## src/rtl/mem_access_stage_if.sv

```systemverilog
// Data-bus bundle between the MEM stage (master) and memory/interconnect (slave).
// req/gnt handshake for address phase, single-cycle rvalid for load data.
interface mem_access_stage_if;
    logic        req;
    logic        we;
    logic [31:0] addr;
    logic [3:0]  be;
    logic [31:0] wdata;
    logic        gnt;
    logic        rvalid;
    logic [31:0] rdata;

    modport master (
        output req, we, addr, be, wdata,
        input  gnt, rvalid, rdata
    );

    modport slave (
        input  req, we, addr, be, wdata,
        output gnt, rvalid, rdata
    );
endinterface

```

## src/rtl/mem_access_stage.sv

```systemverilog
// MEM pipeline stage: issues loads/stores on the data bus, formats load data and
// registers the MEM/WB result; stalls upstream while a bus access is outstanding.
module mem_access_stage #(
    parameter int unsigned MAX_WAIT = 64
) (
    input  logic                       clk,
    input  logic                       rst,
    input  logic [4:0]                 rd_addr_i,
    input  logic [31:0]                rd_data_i,
    input  logic                       rd_wen_i,
    input  logic [31:0]                mem_addr_i,
    input  logic [31:0]                mem_data_i,
    input  logic [2:0]                 mem_size_i,
    input  logic                       mem_we_i,
    input  logic                       mem_re_i,
    output logic                       stall_o,
    mem_access_stage_if.master         dbus,
    output logic [4:0]                 wb_rd_addr_o,
    output logic [31:0]                wb_rd_data_o,
    output logic                       wb_rd_wen_o,
    output logic                       misalign_o,
    output logic                       bus_err_o
);
    localparam int unsigned CW = $clog2(MAX_WAIT);
    localparam logic [CW-1:0] LAST = CW'(MAX_WAIT - 1);

    typedef enum logic [1:0] {IDLE, REQ, RSP} state_t;

    state_t        state, state_d;
    logic [CW-1:0] cnt, cnt_d;
    logic [1:0]    a_q;
    logic [2:0]    size_q;
    logic          we_q;

    logic          access, is_store, illegal, legal_access, misalign;
    logic          req, stall, timeout, hs, load_done;
    logic [31:0]   lane, fmt;
    logic          sext;

    assign access       = mem_we_i | mem_re_i;
    assign is_store     = mem_we_i;
    assign legal_access = access & ~illegal;
    assign misalign     = (state == IDLE) & access & illegal;

    always_comb begin
        illegal = 1'b0;
        case (mem_size_i)
            3'b000, 3'b100: illegal = 1'b0;
            3'b001, 3'b101: illegal = mem_addr_i[0];
            3'b010:         illegal = |mem_addr_i[1:0];
            default:        illegal = 1'b1;
        endcase
    end

    // Bus request fields come straight from the held upstream inputs.
    always_comb begin
        dbus.req   = req;
        dbus.we    = is_store;
        dbus.addr  = {mem_addr_i[31:2], 2'b00};
        dbus.be    = 4'b1111;
        dbus.wdata = mem_data_i;
        case (mem_size_i[1:0])
            2'b00: begin
                dbus.be    = 4'b0001 << mem_addr_i[1:0];
                dbus.wdata = {4{mem_data_i[7:0]}};
            end
            2'b01: begin
                dbus.be    = 4'b0011 << mem_addr_i[1:0];
                dbus.wdata = {2{mem_data_i[15:0]}};
            end
            default: begin
                dbus.be    = 4'b1111;
                dbus.wdata = mem_data_i;
            end
        endcase
    end

    // A store handshaking in REQ completes that cycle, so it releases the stall
    // like a same-cycle store in IDLE; otherwise the held store would re-issue.
    always_comb begin
        state_d   = state;
        cnt_d     = cnt;
        req       = 1'b0;
        stall     = 1'b0;
        timeout   = 1'b0;
        hs        = 1'b0;
        load_done = 1'b0;
        case (state)
            IDLE: begin
                if (legal_access) begin
                    req = 1'b1;
                    if (dbus.gnt) begin
                        hs = 1'b1;
                        if (!is_store) begin
                            state_d = RSP;
                            cnt_d   = '0;
                            stall   = 1'b1;
                        end
                    end else begin
                        state_d = REQ;
                        cnt_d   = '0;
                        stall   = 1'b1;
                    end
                end
            end
            REQ: begin
                req = 1'b1;
                if (dbus.gnt) begin
                    hs = 1'b1;
                    if (is_store) begin
                        state_d = IDLE;
                    end else begin
                        state_d = RSP;
                        cnt_d   = '0;
                        stall   = 1'b1;
                    end
                end else if (cnt == LAST) begin
                    timeout = 1'b1;
                    state_d = IDLE;
                end else begin
                    stall = 1'b1;
                    cnt_d = cnt + 1'b1;
                end
            end
            RSP: begin
                if (dbus.rvalid) begin
                    load_done = ~we_q;
                    state_d   = IDLE;
                end else if (cnt == LAST) begin
                    timeout = 1'b1;
                    state_d = IDLE;
                end else begin
                    stall = 1'b1;
                    cnt_d = cnt + 1'b1;
                end
            end
            default: state_d = IDLE;
        endcase
    end

    assign stall_o = stall;

    assign sext = ~size_q[2];
    assign lane = dbus.rdata >> {a_q, 3'b000};

    always_comb begin
        fmt = lane;
        case (size_q[1:0])
            2'b00:   fmt = {{24{sext & lane[7]}}, lane[7:0]};
            2'b01:   fmt = {{16{sext & lane[15]}}, lane[15:0]};
            default: fmt = lane;
        endcase
    end

    always_ff @(posedge clk) begin
        if (rst) begin
            state  <= IDLE;
            cnt    <= '0;
            a_q    <= '0;
            size_q <= '0;
            we_q   <= 1'b0;
        end else begin
            state <= state_d;
            cnt   <= cnt_d;
            if (hs) begin
                a_q    <= mem_addr_i[1:0];
                size_q <= mem_size_i;
                we_q   <= is_store;
            end
        end
    end

    // Stalled edges insert a bubble: write enable drops, address/data hold.
    always_ff @(posedge clk) begin
        if (rst) begin
            wb_rd_addr_o <= '0;
            wb_rd_data_o <= '0;
            wb_rd_wen_o  <= 1'b0;
            misalign_o   <= 1'b0;
            bus_err_o    <= 1'b0;
        end else begin
            misalign_o <= misalign;
            bus_err_o  <= timeout;
            if (!stall) begin
                wb_rd_addr_o <= rd_addr_i;
                wb_rd_data_o <= load_done ? fmt : rd_data_i;
                wb_rd_wen_o  <= rd_wen_i & ~misalign & ~timeout;
            end else begin
                wb_rd_wen_o  <= 1'b0;
            end
        end
    end
endmodule

```

## src/flat_wrapper.sv

```systemverilog
// flat-port wrapper written by rule: the top's interface ports become plain ports
module mem_access_stage_flat 
#(
    parameter int unsigned MAX_WAIT = 64
)
  (clk, rst, rd_addr_i, rd_data_i, rd_wen_i, mem_addr_i, mem_data_i, mem_size_i, mem_we_i, mem_re_i, stall_o, wb_rd_addr_o, wb_rd_data_o, wb_rd_wen_o, misalign_o, bus_err_o, dbus_req, dbus_we, dbus_addr, dbus_be, dbus_wdata, dbus_gnt, dbus_rvalid, dbus_rdata);
  mem_access_stage_if dbus_i ();
  input  logic clk;
  input  logic rst;
  input  logic [4:0] rd_addr_i;
  input  logic [31:0] rd_data_i;
  input  logic rd_wen_i;
  input  logic [31:0] mem_addr_i;
  input  logic [31:0] mem_data_i;
  input  logic [2:0] mem_size_i;
  input  logic mem_we_i;
  input  logic mem_re_i;
  output logic stall_o;
  output logic [4:0] wb_rd_addr_o;
  output logic [31:0] wb_rd_data_o;
  output logic wb_rd_wen_o;
  output logic misalign_o;
  output logic bus_err_o;
  output wire logic [$bits(dbus_i.req)-1:0] dbus_req;
  output wire logic [$bits(dbus_i.we)-1:0] dbus_we;
  output wire logic [$bits(dbus_i.addr)-1:0] dbus_addr;
  output wire logic [$bits(dbus_i.be)-1:0] dbus_be;
  output wire logic [$bits(dbus_i.wdata)-1:0] dbus_wdata;
  input wire logic [$bits(dbus_i.gnt)-1:0] dbus_gnt;
  input wire logic [$bits(dbus_i.rvalid)-1:0] dbus_rvalid;
  input wire logic [$bits(dbus_i.rdata)-1:0] dbus_rdata;
  assign dbus_req = dbus_i.req;
  assign dbus_we = dbus_i.we;
  assign dbus_addr = dbus_i.addr;
  assign dbus_be = dbus_i.be;
  assign dbus_wdata = dbus_i.wdata;
  assign dbus_i.gnt = dbus_gnt;
  assign dbus_i.rvalid = dbus_rvalid;
  assign dbus_i.rdata = dbus_rdata;
  mem_access_stage #(.MAX_WAIT(MAX_WAIT)) u_core (.clk(clk), .rst(rst), .rd_addr_i(rd_addr_i), .rd_data_i(rd_data_i), .rd_wen_i(rd_wen_i), .mem_addr_i(mem_addr_i), .mem_data_i(mem_data_i), .mem_size_i(mem_size_i), .mem_we_i(mem_we_i), .mem_re_i(mem_re_i), .stall_o(stall_o), .dbus(dbus_i), .wb_rd_addr_o(wb_rd_addr_o), .wb_rd_data_o(wb_rd_data_o), .wb_rd_wen_o(wb_rd_wen_o), .misalign_o(misalign_o), .bus_err_o(bus_err_o));
endmodule
```

## config.mk

```make
export PLATFORM = sky130hd
export DESIGN_NAME = mem_access_stage_flat
export DESIGN_NICKNAME = d
export VERILOG_FILES = /design/src/rtl/mem_access_stage_if.sv /design/src/rtl/mem_access_stage.sv /design/src/flat_wrapper.sv
export SDC_FILE = /design/constraint.sdc
export NUM_CORES = 1
export LEC_CHECK = 0
export BUFFER_PORTS_ARGS = -buffer_cell sky130_fd_sc_hd__clkbuf_2
export CAP_MARGIN = 20
export CORE_MARGIN = 10
export CORE_UTILIZATION = 47
export DETAILED_ROUTE_END_ITERATION = 8
export MAX_ROUTING_LAYER = met4
export PLACE_DENSITY = 0.88
export RECOVER_POWER = 50
export SLEW_MARGIN = 30
export SYNTH_ARGS = -nofsm -noshare
export SYNTH_HDL_FRONTEND = slang
export SYNTH_SLANG_ARGS = --single-unit
```

## constraint.sdc

```tcl
create_clock -name clk -period 3.4 [get_ports clk]
set_input_delay 0.68 -clock clk [delete_from_list [all_inputs] [get_ports clk]]
set_output_delay 0.68 -clock clk [all_outputs]
set_load 0.03 [all_outputs]
```

==> flow_summary.yaml <==
global_route:
  grt_pass1_vias: 4220
  overflow: 0
  grt_max_degree: 39
  antenna_found_initial: 1
  grt_pass1_wl_mm: 21.6
  grt.total_usage_pct: 21.2
timing:
  hold_viol: 0
  fmax_mhz: 338
  clock_skew_ns: 0.0116
  tightestPinTransition_ns: 0.744
  setup_tns_ns: 0
  holdWs_ns: 0.458
  setup_violations: 0
  drv_slew: 0
  slew_headroom_pct: 50.0
  rsz0062_at_grt: "no"
  fin_ws_ns: 0.437
  period_minus_slack_ns: 2.96
  period_share_pct: 87.1
clock_network:
  cts.path.max_buffers: 2
  ctsRootBufferMaster: "clkbuf_8"
  hold_buffers: 0
  clock_sinks: 54
  worstSkewPairLatency_ns: 0.31
  postCtsSetupBuffers: 0
  htreeDepth: 2
  cts_tree: "built"
  cts.clk_slew.worst_paths_ns: 0.10
  numCtsBuffers: 5
  cts_resized: 0
detailed_routing:
  detail-route-antenna-nets: 0
  vias_per_cell: 5.73
  dr.pass1.iters: 4
  drt-met1-wl_mm: 5.52
  top_layer_used: "met4"
  num_vias: 4085
  drc_errors: 0
  routed_wirelength_mm: 13.8
  drtIter0Drc: 299
  wl_per_cell_um: 19.4
  wl_met2_mm: 6.93
  met3_length_um: 840
logic_synthesis:
  syn_avg_cell_area_um2: 8.29
  synth_edf_count: 0
  yosysUniqueCellTypes: 57
  ys_ff_latch: 54
  synth_flop_cell: "dfxtp_1"
  synth-async-reset-ratio_pct: 0
  ys_seq_area_share_pct: 27.4
  yosysWarnings: 0
  syn_area_mm2: 0.00395
  syn_inst: 476
setup_path:
  critical_path.max_fanout: 8
  crit_start: "mem_addr_i[0]"
  worst_ep_required_time_ns: 2.72
  start_kind: "primary input"
  critPathCaptureType: "primary output"
  setup.worst_path.class: "in2out"
  arrival_ns: 2.28
  r2r-start: "u_core.state[0]"
run:
  maxCapViolCount: 0
placed_design:
  io_buffers: 191
  hpwlAfterDp_mm: 11.2
  gp_congestion: 0.918
  dpl_worst_slack_ns: 0.715
  place_inst: 704
worst_hold_path:
  min-delay-start: "u_core.wb_rd_addr_o[4]"
  hold_path.class: "reg2reg"
layout:
  nNetsFinal: 754
  register_area_mm2: 0.00108
  layout_common_cells: "clkbuf_2, dfxtp_1, clkbuf_1, nand2_1, nor2_1"
  final_cells: 713
  drive_gt1_share_pct: 33.6
  mostFrequentLayoutCell: "clkbuf_2"
  fillCellCount: 770
  syn_to_final_growth_pct: 17.0
  multi_input_area_mm2: 0.00230
floorplanning:
  die_x_um: 112
  coreArea_mm2: 0.00818
  num_io_pins: 254
  fp.dieH_um: 112
  start_util_pct: 48.3
  die-area_mm2: 0.0125
  row_count: 33
power_and_ir_drop:
  cellPowerDensity_mw_per_mm2: 389
  ir_drop_mv: 0.208
  p_total_mw: 1.80
  p_leak_nw: 1.95
run_status:
  outcome: "complete, no violations"
## power breakdown
group,switching (mW),internal (mW)
combinational,0.433,0.218
clock,0.212,0.217
sequential,0.0342,0.685
## metrics by stage
step	util, %	area [µm²]
3_5_place_dp	56.1	4580
4_1_cts	57.4	4690
2_1_floorplan	-	3950
3_3_place_gp	56.1	4580
6_report	56.5	4620
5_1_grt	56.5	4620
## routing by layer
metal,global-route usage [%],vias up
li1,-,1949
met1,22.4,1901
met2,36.5,191
met3,5.48,44
met4,9.25,0
met5,-,-
## worst max-delay path, cell delays in order
cell      delay [ns]
clkbuf_1        0.15
nor4_1          0.70
o221ai_2        0.20
a31o_1          0.26
inv_2           0.08
clkbuf_2        0.21
## synth_stat cells (2+ instances only)
| library cell | n | area share (%) |
|---|---|---|
| inv_1 | 7 | 0.67 |
| nand4_1 | 3 | 0.48 |
| o21bai_1 | 2 | 0.38 |
| mux2i_1 | 30 | 7.6 |
| o221ai_1 | 7 | 1.6 |
| a221oi_1 | 7 | 1.6 |
| o21a_1 | 3 | 0.57 |
| buf_2 | 8 | 1.0 |
| a32o_1 | 3 | 0.76 |
| buf_6 | 6 | 1.7 |
| a211oi_1 | 24 | 4.6 |
| o21ai_1 | 8 | 1.0 |
| nor3b_1 | 9 | 1.7 |
| or2_2 | 2 | 0.32 |
| nor2_1 | 42 | 4.0 |
| a21oi_1 | 29 | 3.7 |
| nand2_1 | 42 | 4.0 |
| nor3_1 | 8 | 1.0 |
| ha_1 | 5 | 1.6 |
| o21ai_0 | 24 | 3.0 |
| and2_1 | 2 | 0.32 |
| nor2b_1 | 12 | 1.9 |
| nand3_1 | 3 | 0.38 |
| mux2_2 | 17 | 4.9 |
| dfxtp_1 | 54 | 27 |
| clkbuf_1 | 18 | 1.7 |
| o22ai_1 | 2 | 0.32 |
| buf_1 | 3 | 0.29 |
| nand2b_1 | 6 | 0.95 |
| o221ai_2 | 11 | 4.2 |
| buf_4 | 42 | 8.0 |
| a21oi_2 | 10 | 2.2 |
| or3_1 | 3 | 0.48 |
## flip-flops by register name, summed over array words and instances, names as in the netlist
| register | count |
|---|---|
| u_core.state | 2 |
| u_core.cnt | 6 |
| u_core.a_q | 2 |
| u_core.we_q | 1 |
| u_core.misalign_o | 1 |
| u_core.wb_rd_data_o | 32 |
| u_core.bus_err_o | 1 |
| u_core.size_q | 3 |
| u_core.wb_rd_addr_o | 5 |
| u_core.wb_rd_wen_o | 1 |
## cell type report
class	count	share of cell area (%)
multi-input combinational	337	49.8
clock inverter	3	0.867
sequential	54	23.4
timing repair buffer	200	20.8
antenna	1	0.0542
tap	105	2.85
inverter	8	0.650
clock buffer	5	1.49
## path summary, 6_finish.rpt
path	cells past startpoint	endpoint	slack [ns]
worst max-delay path	6	stall_o	0.44
worst min-delay path	2	u_core.wb_rd_addr_o[4]	0.46
worst max register to register	8	u_core.wb_rd_data_o[19]	1.04
worst min register to register	2	u_core.wb_rd_addr_o[4]	0.46
## cell families (layout without fill, tap and decap cells)
logic type,count (synthesis),in the layout,share of synthesized area [%]
AOI/OAI and AO/OA,143,143,26.6
xor gates and xnor gates,1,1,0.222
adders and majority gates,5,5,1.59
buffers and inverters,86,216,14.0
DFF,54,54,27.4
muxes,47,47,12.5
other,1,3,0.0951
and+or+nand+nor,139,139,17.6
Power figures use the tool's default switching activity.
